--- config.mk ---
export PLATFORM = sky130hd
export DESIGN_NAME = sub_word
export DESIGN_NICKNAME = d
export VERILOG_FILES = /design/src/rtl/sub_word.sv
export SDC_FILE = /design/constraint.sdc
export NUM_CORES = 1
export LEC_CHECK = 0
export ABC_AREA = 1
export CELL_PAD_IN_SITES_DETAIL_PLACEMENT = 1
export CELL_PAD_IN_SITES_GLOBAL_PLACEMENT = 2
export CORE_MARGIN = 2
export CORE_UTILIZATION = 28
export DETAILED_ROUTE_END_ITERATION = 10
export PLACE_DENSITY_LB_ADDON = 0.1
export SLEW_MARGIN = 15
export SYNTH_ARGS = -nofsm -noshare
export SYNTH_HDL_FRONTEND = slang
export SYNTH_SLANG_ARGS = --single-unit
--- constraint.sdc ---
create_clock -name clk -period 0.8 [get_ports clk]
set_input_delay 0.16 -clock clk [delete_from_list [all_inputs] [get_ports clk]]
set_output_delay 0.16 -clock clk [all_outputs]
set_load 0.1 [all_outputs]
--- src/rtl/sub_word.sv ---
// AES key-schedule SubWord: four independent forward S-box lanes behind one
// register stage, with a valid bit that follows in_valid by one clock.

module sub_word_lane (
    input  logic [7:0] i_byte,
    output logic [7:0] o_byte
);
    localparam logic [7:0] SBOX [256] = '{
        8'h63, 8'h7c, 8'h77, 8'h7b, 8'hf2, 8'h6b, 8'h6f, 8'hc5, 8'h30, 8'h01, 8'h67, 8'h2b, 8'hfe, 8'hd7, 8'hab, 8'h76,
        8'hca, 8'h82, 8'hc9, 8'h7d, 8'hfa, 8'h59, 8'h47, 8'hf0, 8'had, 8'hd4, 8'ha2, 8'haf, 8'h9c, 8'ha4, 8'h72, 8'hc0,
        8'hb7, 8'hfd, 8'h93, 8'h26, 8'h36, 8'h3f, 8'hf7, 8'hcc, 8'h34, 8'ha5, 8'he5, 8'hf1, 8'h71, 8'hd8, 8'h31, 8'h15,
        8'h04, 8'hc7, 8'h23, 8'hc3, 8'h18, 8'h96, 8'h05, 8'h9a, 8'h07, 8'h12, 8'h80, 8'he2, 8'heb, 8'h27, 8'hb2, 8'h75,
        8'h09, 8'h83, 8'h2c, 8'h1a, 8'h1b, 8'h6e, 8'h5a, 8'ha0, 8'h52, 8'h3b, 8'hd6, 8'hb3, 8'h29, 8'he3, 8'h2f, 8'h84,
        8'h53, 8'hd1, 8'h00, 8'hed, 8'h20, 8'hfc, 8'hb1, 8'h5b, 8'h6a, 8'hcb, 8'hbe, 8'h39, 8'h4a, 8'h4c, 8'h58, 8'hcf,
        8'hd0, 8'hef, 8'haa, 8'hfb, 8'h43, 8'h4d, 8'h33, 8'h85, 8'h45, 8'hf9, 8'h02, 8'h7f, 8'h50, 8'h3c, 8'h9f, 8'ha8,
        8'h51, 8'ha3, 8'h40, 8'h8f, 8'h92, 8'h9d, 8'h38, 8'hf5, 8'hbc, 8'hb6, 8'hda, 8'h21, 8'h10, 8'hff, 8'hf3, 8'hd2,
        8'hcd, 8'h0c, 8'h13, 8'hec, 8'h5f, 8'h97, 8'h44, 8'h17, 8'hc4, 8'ha7, 8'h7e, 8'h3d, 8'h64, 8'h5d, 8'h19, 8'h73,
        8'h60, 8'h81, 8'h4f, 8'hdc, 8'h22, 8'h2a, 8'h90, 8'h88, 8'h46, 8'hee, 8'hb8, 8'h14, 8'hde, 8'h5e, 8'h0b, 8'hdb,
        8'he0, 8'h32, 8'h3a, 8'h0a, 8'h49, 8'h06, 8'h24, 8'h5c, 8'hc2, 8'hd3, 8'hac, 8'h62, 8'h91, 8'h95, 8'he4, 8'h79,
        8'he7, 8'hc8, 8'h37, 8'h6d, 8'h8d, 8'hd5, 8'h4e, 8'ha9, 8'h6c, 8'h56, 8'hf4, 8'hea, 8'h65, 8'h7a, 8'hae, 8'h08,
        8'hba, 8'h78, 8'h25, 8'h2e, 8'h1c, 8'ha6, 8'hb4, 8'hc6, 8'he8, 8'hdd, 8'h74, 8'h1f, 8'h4b, 8'hbd, 8'h8b, 8'h8a,
        8'h70, 8'h3e, 8'hb5, 8'h66, 8'h48, 8'h03, 8'hf6, 8'h0e, 8'h61, 8'h35, 8'h57, 8'hb9, 8'h86, 8'hc1, 8'h1d, 8'h9e,
        8'he1, 8'hf8, 8'h98, 8'h11, 8'h69, 8'hd9, 8'h8e, 8'h94, 8'h9b, 8'h1e, 8'h87, 8'he9, 8'hce, 8'h55, 8'h28, 8'hdf,
        8'h8c, 8'ha1, 8'h89, 8'h0d, 8'hbf, 8'he6, 8'h42, 8'h68, 8'h41, 8'h99, 8'h2d, 8'h0f, 8'hb0, 8'h54, 8'hbb, 8'h16
    };

    assign o_byte = SBOX[i_byte];
endmodule

module sub_word (
    input  logic       clk,
    input  logic       rst,
    input  logic       in_valid,
    input  logic [7:0] S0_in,
    input  logic [7:0] S1_in,
    input  logic [7:0] S2_in,
    input  logic [7:0] S3_in,
    output logic       out_valid,
    output logic [7:0] D0_out,
    output logic [7:0] D1_out,
    output logic [7:0] D2_out,
    output logic [7:0] D3_out
);
    localparam int NUM_LANES = 4;

    // Lane 3 is the most significant byte (S0/D0), so the packed word reads in wire order.
    logic [NUM_LANES-1:0][7:0] w_in;
    logic [NUM_LANES-1:0][7:0] w_sub;
    logic [NUM_LANES-1:0][7:0] r_d;
    logic                      r_vld;

    assign w_in = {S0_in, S1_in, S2_in, S3_in};

    for (genvar g = 0; g < NUM_LANES; g++) begin : g_lane
        sub_word_lane u_lane (
            .i_byte (w_in[g]),
            .o_byte (w_sub[g])
        );
    end

    always_ff @(posedge clk or posedge rst) begin
        if (rst) begin
            r_d   <= '0;
            r_vld <= 1'b0;
        end else begin
            r_vld <= in_valid;
            if (in_valid) r_d <= w_sub;
        end
    end

    assign out_valid = r_vld;
    assign D0_out    = r_d[3];
    assign D1_out    = r_d[2];
    assign D2_out    = r_d[1];
    assign D3_out    = r_d[0];
endmodule

==> impl_metrics.tcl <==
set metrics [dict create \
    status "complete, but fails checks" \
    violations "negative setup slack" \
    endpoint_kind "register" \
    insertion_delay_ps 300 \
    antenna_found_initial 0 \
    hold_path.class "primary input to register" \
    path_cells "buf_8 -> clkinvlp_4 -> ha_4 -> buf_8 -> nor2_4 -> buf_6 -> o211ai_1 -> nand3_1 -> nand3_2 -> nand3_2 -> nand2_1 -> nand2_1 -> nand2_1" \
    fin_crit_ps 1640 \
    setup_tns_ps -34600 \
    period_share 2.05 \
    p_comb_frac 0.788 \
    setup-violations-final 65 \
    area_growth_syn_to_layout_pct 77.5 \
    fillers 6201 \
    core-area_um2 46500 \
    required_ps 1050 \
    yosys_warnings 0 \
    cp_max_fo 4 \
    fin_util 0.503 \
    clock-sinks 33 \
    intPower_uw 10600 \
    fmax_ghz 0.609 \
    port-buffer-count 67 \
    yosys.area.top_type "nand3_1" \
    synth_area_um2 13200 \
    seq_power_share 0.104 \
    syn_avg_cell_area_um2 4.93 \
    drt_iter0_markers 2703 \
    dp_cells 3821 \
    grt_pass1_wl_mm 143 \
    clkPwrFrac 0.108 \
    p_per_area_nw_per_um2 984 \
    cp_slowest_cell "ha_4" \
    drv_cap 0 \
    yosysUniqueCellTypes 33 \
    rows 79 \
    place_congestion 1.05 \
    max_stage_delay_ps 340 \
    finalHoldViolations 0 \
    cp_common_cell "nand2_1" \
    path_class "primary input to register" \
    drcViolationCount 0 \
    multiInputGateArea_um2 13400 \
    cts-buffers-inserted 5 \
    grt_usage 0.375 \
    whs_ps 196 \
    hpwl_mm 74.4 \
    rsz0062_at_grt "true" \
    ir_drop_uv 1040 \
    diodes 0 \
    yosysTopAreaCellShare 0.308 \
    grt_max_degree 33 \
    synth_cells 2669 \
    vias 22700 \
    cts-root-buf "clkbuf_16" \
    synth_area_leaders "nand3_1, nand2_1, dfrtp_1" \
    avgRoutedWirePerCell_um 24.6 \
    grt_pass1_vias 23200 \
    die-area_um2 48800 \
    die_y_um 221 \
    fin_skew_ps 0 \
    relSlewSlack 0.741 \
    seq_area_um2 950 \
    leakagePower_uw 0.0117 \
    post-place-ws_ps -1710 \
    cts_buffer_depth 2 \
    cts_tree "done" \
    grt_overflow 0 \
    syn_nets 2764 \
    clk_pin_slew_ps 70 \
    tightest_slew_ps 387 \
    antenna_left 0 \
    p_sw_frac 0.540 \
    synth-seq-cells 33 \
    fin_ws_ps -842 \
    nets 3371 \
    maxSlewViolCount 0 \
    postCtsHoldBufs 0 \
    initial_core_util 0.283 \
    boundaryPins 68 \
    fp.dieW_um 221 \
    vias_per_cell 5.85 \
    cp.arrival_ps 1890 \
    start_kind "primary input" \
    drive_gt1_frac 0.428 \
    h-tree-depth 2 \
    finalWirelength_mm 95.6 \
    final_cells 3884 \
    p_switching_uw 12400 \
    drtPass1Iterations 6 \
    synth.yosys.seq_area_share 0.0627 \
]
[final cells by class]
| class | count | share of cell area |
|---|---|---|
| clock buffer | 5 | 0.00536 |
| multi-input combinational | 2316 | 0.573 |
| tap | 607 | 0.0325 |
| inverter | 130 | 0.0257 |
| timing repair buffer | 790 | 0.321 |
| clock inverter | 3 | 0.00198 |
| sequential | 33 | 0.0407 |
[cells by family after synthesis]
kind of cell,share of synthesized area
DFF,0.0627
buffers and inverters,0.117
adders and majority gates,0.0570
AOI/OAI and AO/OA,0.0804
and+or+nand+nor,0.683
[placed cells by master (no fill, tap or decap), drive strengths merged]
cell type	count
nand2	1080
nand3	813
buf	776
nor2	139
inv	121
o21ai	85
a21oi	80
ha	60
dfrtp	33
o211ai	24
nand4	17
clkdlybuf4s50	12
nand3b	6
clkbuf	6
clkinv	6
a31oi	5
clkinvlp	5
or2	4
o22ai	1
nor3	1
o21a	1
bufinv	1
dlymetal6s2s	1
[stage by stage]
stage                     cell area [µm²]  total power [µW]
after floorplan                     13800             10500
after global placement              20300             18000
after detailed placement            20300             18100
after CTS                           22200             21800
after global routing                23400             24000
final                               23400             23000
[path summary, 6_finish.rpt]
path	start	end	slack, ps	cells past startpoint
max	S3_in[0]	D3_out[2]$_DFFE_PP0P_	-840	13
min	in_valid	out_valid$_DFF_PP0_	200	2
max reg2reg	D0_out[6]$_DFFE_PP0P_	D0_out[6]$_DFFE_PP0P_	-30	3
min reg2reg	D0_out[0]$_DFFE_PP0P_	D0_out[0]$_DFFE_PP0P_	560	2
max in group asynchronous	rst	D0_out[6]$_DFFE_PP0P_	310	3
min in group asynchronous	rst	D2_out[2]$_DFFE_PP0P_	320	3
[registers in the layout (all words and copies together) (netlist names)]
register	cells
D0_out	8
D1_out	8
D2_out	8
D3_out	8
out_valid	1
[cell usage after synthesis (all sizes together)]
cell type	number
o211ai	24
a31oi	5
buf	143
nand3b	6
clkinv	3
or2	4
o22ai	1
nand3	813
inv	127
nand2	1080
ha	60
nand4	17
nor2	139
a21oi	80
o21a	1
dfrtp	33
clkbuf	47
o21ai	85
nor3	1
[power by group through the flow]
stage / clock (µW) / combinational, µW / sequential (µW)
5_1_grt: 2560 / 19000 / 2440
3_5_place_dp: 0 / 15700 / 2430
4_1_cts: 2530 / 16900 / 2410
2_1_floorplan: 0 / 6570 / 3960
6_report: 2480 / 18100 / 2400
3_3_place_gp: 0 / 15600 / 2440
[layer usage]
layer / routed length [µm] / global-route usage / share of wire / vias to the layer above
li1: - / - / - / 10100
met1: 39700 / 0.499 / 0.42 / 11000
met2: 43000 / 0.605 / 0.45 / 1260
met3: 7470 / 0.0389 / 0.078 / 339
met4: 5390 / 0.179 / 0.056 / 0
met5: 0 / 0 / 0 / -
[critical path, delay by kind of cell]
family	cells	cell delay, ps
AOI/OAI and AO/OA	1	330
adders and majority gates	1	340
buffers and inverters	4	490
and+or+nand+nor	7	570
[what timing repair did]
action,CTS,global route
pin swaps,170,151
endpoints found under the hold margin,0,0
buffers inserted,40,25
setup endpoints to repair,65,65
gates resized for setup,418,264
(Power assumes the default switching activity.)
==> RTL edit 1, RTL diff (same settings) <==
Put a register stage on the outputs `D0_out`, `D1_out`, `D2_out` and `D3_out`, with the module's reset. The values now appear one clock later. The other outputs are not delayed to match.
--- a/src/rtl/sub_word.sv
+++ b/src/rtl/sub_word.sv
@@ -70,8 +70,17 @@
 
     assign out_valid = r_vld;
-    assign D0_out    = r_d[3];
-    assign D1_out    = r_d[2];
-    assign D2_out    = r_d[1];
-    assign D3_out    = r_d[0];
+    always_ff @(posedge clk or posedge rst) begin
+        if (rst) begin
+            D0_out <= '0;
+            D1_out <= '0;
+            D2_out <= '0;
+            D3_out <= '0;
+        end else begin
+            D0_out <= r_d[3];
+            D1_out <= r_d[2];
+            D2_out <= r_d[1];
+            D3_out <= r_d[0];
+        end
+    end
 endmodule
 
Behaviour: not the same (a bounded check fails within 4 cycles, from zero or initial values and one cycle with rst high).
==> RTL edit 1 against the original RTL <==
- the run still ends with negative setup slack left
- wire length increased by 1.6%
- highest routed layer unchanged
- worst hold slack improved by 0.024 ns
- final area is 5.0% higher
- total power rose by 17%
- synthesized cell count is 1.0% higher
- cell count up 2.4%
- via count up 1.4%
- sequential cell count grew 32
- critical path type unchanged
- setup slack better by 0.0014 ns
- sequential share of layout area up 3.1 points
- area after synthesis up 4.8%
==> RTL edit 1: results <==
set metrics [dict create \
    p_leak_nw 12.2 \
    reg2reg_from "r_d[10]" \
    fin_tns_setup_ns -35.55 \
    grt_start_max_net_pins 39 \
    grt_overflow 0 \
    grt_pass1_wl_mm 145 \
    arrival_ns 1.94 \
    gp_congestion 1.01 \
    max-vdd-ir-drop_mv 1.10 \
    drtIter0Drc 2165 \
    nNetsFinal 3402 \
    r2r-end "r_d[10]" \
    num_vias 23000 \
    use_met2 0.596 \
    reg2reg_slack_ns 0.15 \
    route.met3.wl_mm 7.27 \
    clock_latency_ns 0.36 \
    cts_setup_buffers 39 \
    switching_share 0.494 \
    finalSetupViolCount 65 \
    dr.pass1.iters 6 \
    dp_slack_ns -1.76 \
    synth_common_cells "nand2_1 (1037), nand3_1 (879), nor2_1 (125), inv_1 (101), o21ai_0 (85)" \
    p_total_mw 26.8 \
    ys_types 28 \
    fin_ws_ns -0.841 \
    route.detailed.drc 0 \
    avgRoutedWirePerCell_microns 24.4 \
    cts_root_buf "clkbuf_16" \
    final_cells 3976 \
    use_met3 0.0600 \
    antenna_found_initial 1 \
    fill_cells 6457 \
    wl_met1_mm 40.0 \
    met1_usage 0.478 \
    cts.repair.resized 581 \
    status "finished, violations left" \
    hold-path-endpoint "out_valid" \
    dp_cells 3901 \
    failed_checks "negative setup slack" \
    ff2ff_path_depth 2 \
    grt_pass1_vias 23800 \
    yosysSeqAreaShare 0.118 \
    cts_made_buffers 9 \
    pg_clk_mw 4.23 \
    mappedNetlistNets 2792 \
    drive_gt1_frac 0.412 \
    cp_max_fo 7 \
    fin_skew_ns 0.00541 \
    track_usage 0.372 \
    synthTopCellsByArea "nand3_1 (32%), nand2_1 (28%), dfrtp_1 (12%)" \
    syn_area_per_cell_sq_um 5.12 \
    synth-async-reset-ratio 1.00 \
    timing.slew.headroom 0.707 \
    h-tree-depth 3 \
    wl_met2_mm 44.0 \
    dp_hpwl_mm 73.8 \
]
RTL edit 1: cell count changes after synthesis, sizes merged, moves of 3 or more:
cell	before	now
a21oi	80	60
a31oi	5	2
buf	143	140
clkbuf	47	56
clkinv	3	6
dfrtp	33	65
inv	127	111
nand2	1080	1045
nand3	813	880
nand3b	6	2
nand4	17	22
nor2	139	133
o211ai	24	18
o21ai	85	90
RTL edit 1: worst max path at each step:
stage,to,cells after the start,slack (ns),startpoint
6_report,r_d[7],13,-0.84,S3_in[1]
5_1_grt,r_d[4],14,-0.92,S3_in[1]
4_1_cts,r_d[3],15,-0.77,S3_in[1]
3_5_place_dp,r_d[8],14,-1.76,S2_in[0]
3_3_place_gp,r_d[8],14,-1.74,S2_in[0]
2_1_floorplan,r_d[30],13,-0.80,S0_in[1]
RTL edit 1: metrics by stage:
stage	hold slack [ns]	area, sq um
2_1_floorplan	0.191	14300
3_3_place_gp	0.359	20900
3_5_place_dp	0.362	20900
4_1_cts	0.201	23700
5_1_grt	0.217	24500
6_report	0.220	24500
RTL edit 1: cell families after synthesis:
group / Yosys count / share of synthesized area
buf+inv: 313 / 0.105
fa+ha+maj: 60 / 0.0544
flops: 65 / 0.118
simple gates: 2087 / 0.656
compound gates: 172 / 0.0661
RTL edit 1: critical path, stage by stage:
cell,delay [ns]
buf_8,0.08
clkinvlp_4,0.21
ha_4,0.36
nor2_2,0.19
nand2_1,0.14
buf_4,0.17
o21ai_1,0.16
nand2_1,0.09
nand3_1,0.09
nand3_1,0.07
nand3_1,0.09
nand3_1,0.07
nand2_1,0.06
RTL edit 1: final cells by class:
type,count,area share
timing repair buffer,792,0.322
timing repair inverter,2,0.000510
multi-input combinational,2320,0.538
inverter,117,0.0220
sequential,65,0.0714
clock inverter,7,0.00321
tap,664,0.0339
clock buffer,9,0.00918
==> RTL edit 2, RTL diff (same settings) <==
Made on the original files. Make the reset (`rst`) synchronous in one clocked block.
--- a/src/rtl/sub_word.sv
+++ b/src/rtl/sub_word.sv
@@ -59,5 +59,5 @@
     end
 
-    always_ff @(posedge clk or posedge rst) begin
+    always_ff @(posedge clk) begin
         if (rst) begin
             r_d   <= '0;
Function: differs if rst is asserted again (counterexample within 4 cycles, from zero or initial values and one cycle with rst high); with rst held inactive, the same outputs for 4 cycles.
==> RTL edit 2 against the original RTL <==
- the run still ends with negative setup slack left
- setup slack gained 0.056 ns
- total power shrank 5.1%
- sequential cell count is the same
- sequential share of layout area shrank 0.98 points
- area after synthesis grew 0.77%
- final area grew 3.8%
- wire length grew 5.6%
- via count grew 2.1%
- largest power group unchanged
==> RTL edit 2: results <==
set metrics [dict create \
    synthTopCellsByArea "nand3_1 (30%), nand2_1 (27%), nor2_1 (6.3%)" \
    grt_pass1_vias 23700 \
    worstMarginPinSlew_ns 0.568 \
    wl_met1_mm 40.7 \
    grt_pass1_wl_mm 146 \
    gp_congestion 1.08 \
    fin_ws_ns -0.786 \
    max-vdd-ir-drop_mv 1.18 \
    ff2ff_path_depth 5 \
    synth-async-reset-ratio 0 \
    fill_cells 6214 \
    dp_slack_ns -1.80 \
    routed_wl_mm 101 \
    status "finished, violations left" \
    dominantRegCellSynth "dfxtp_1" \
    drtIter0Drc 2212 \
    num_vias 23200 \
    cp_max_fo 6 \
    nNetsFinal 3438 \
    drive_gt1_frac 0.446 \
    reg2reg_from "D0_out[0]" \
    r2r-end "D0_out[0]" \
    synth_common_cells "nand2_1 (938), nand3_1 (805), nor2_1 (222), inv_1 (150), a21oi_1 (90)" \
    grt_start_max_net_pins 42 \
    antenna_found_initial 1 \
    finalSetupViolCount 65 \
    failed_checks "negative setup slack" \
    use_met3 0.0664 \
    dp_hpwl_mm 74.4 \
    ys_types 34 \
    use_met2 0.622 \
    avgRoutedWirePerCell_microns 25.6 \
]
==> RTL edit 2: changes by cell type after synthesis, sizes merged, moves of 9 or more <==
cell,change
o21ai,+9
a21oi,+13
dfxtp,+33
dfrtp,-33
nor2,+104
nand2,-111
inv,+41
==> RTL edit 2: cell families after synthesis <==
family / Yosys count / synth area share
buffers and inverters: 359 / 0.131
AO/OA/AOI/OAI: 208 / 0.0832
flip-flops: 33 / 0.0498
adder cells (fa/ha/maj): 60 / 0.0566
AND/OR/NAND/NOR: 2056 / 0.679
==> RTL edit 2: area by class of cell <==
cell class                 count  area, sq um  area share
clock buffer                   8          136     0.00563
inverter                     170          806      0.0332
multi-input combinational   2325        14000       0.577
sequential                    33          747      0.0308
tap                          607          759      0.0313
timing repair buffer         808         7820       0.322
==> RTL edit 2: critical path: cells and delay by family <==
family | cells | cell delay, ns
adder cells (fa/ha/maj) | 1 | 0.19
buffers and inverters | 5 | 0.44
AND/OR/NAND/NOR | 10 | 0.98
==> RTL edit 2: how the worst min path moves through the flow <==
stage | to | start | cells past startpoint
after floorplan | D3_out[3] | S3_in[7] | 3
after global placement | D2_out[2] | D2_out[2] | 2
after detailed placement | D2_out[2] | D2_out[2] | 2
after CTS | D2_out[3] | in_valid | 5
after global routing | D2_out[3] | in_valid | 5
final | D2_out[3] | in_valid | 5
==> RTL edit 2: power by group through the flow <==
stage	Clock (mW)	Sequential (mW)	Combinational, mW
2_1_floorplan	0	2.91	6.51
3_3_place_gp	0	2.05	14.2
3_5_place_dp	0	2.05	14.3
4_1_cts	2.17	2.00	16.1
5_1_grt	2.26	2.01	18.6
6_report	2.10	1.99	17.7
==> RTL edit 2: what timing repair did <==
action / CTS / global route
resized for setup: 638 / 273
buffers inserted: 42 / 33
setup endpoints to repair: 66 / 65
pin swaps: 201 / 182
cloned: 3 / 1
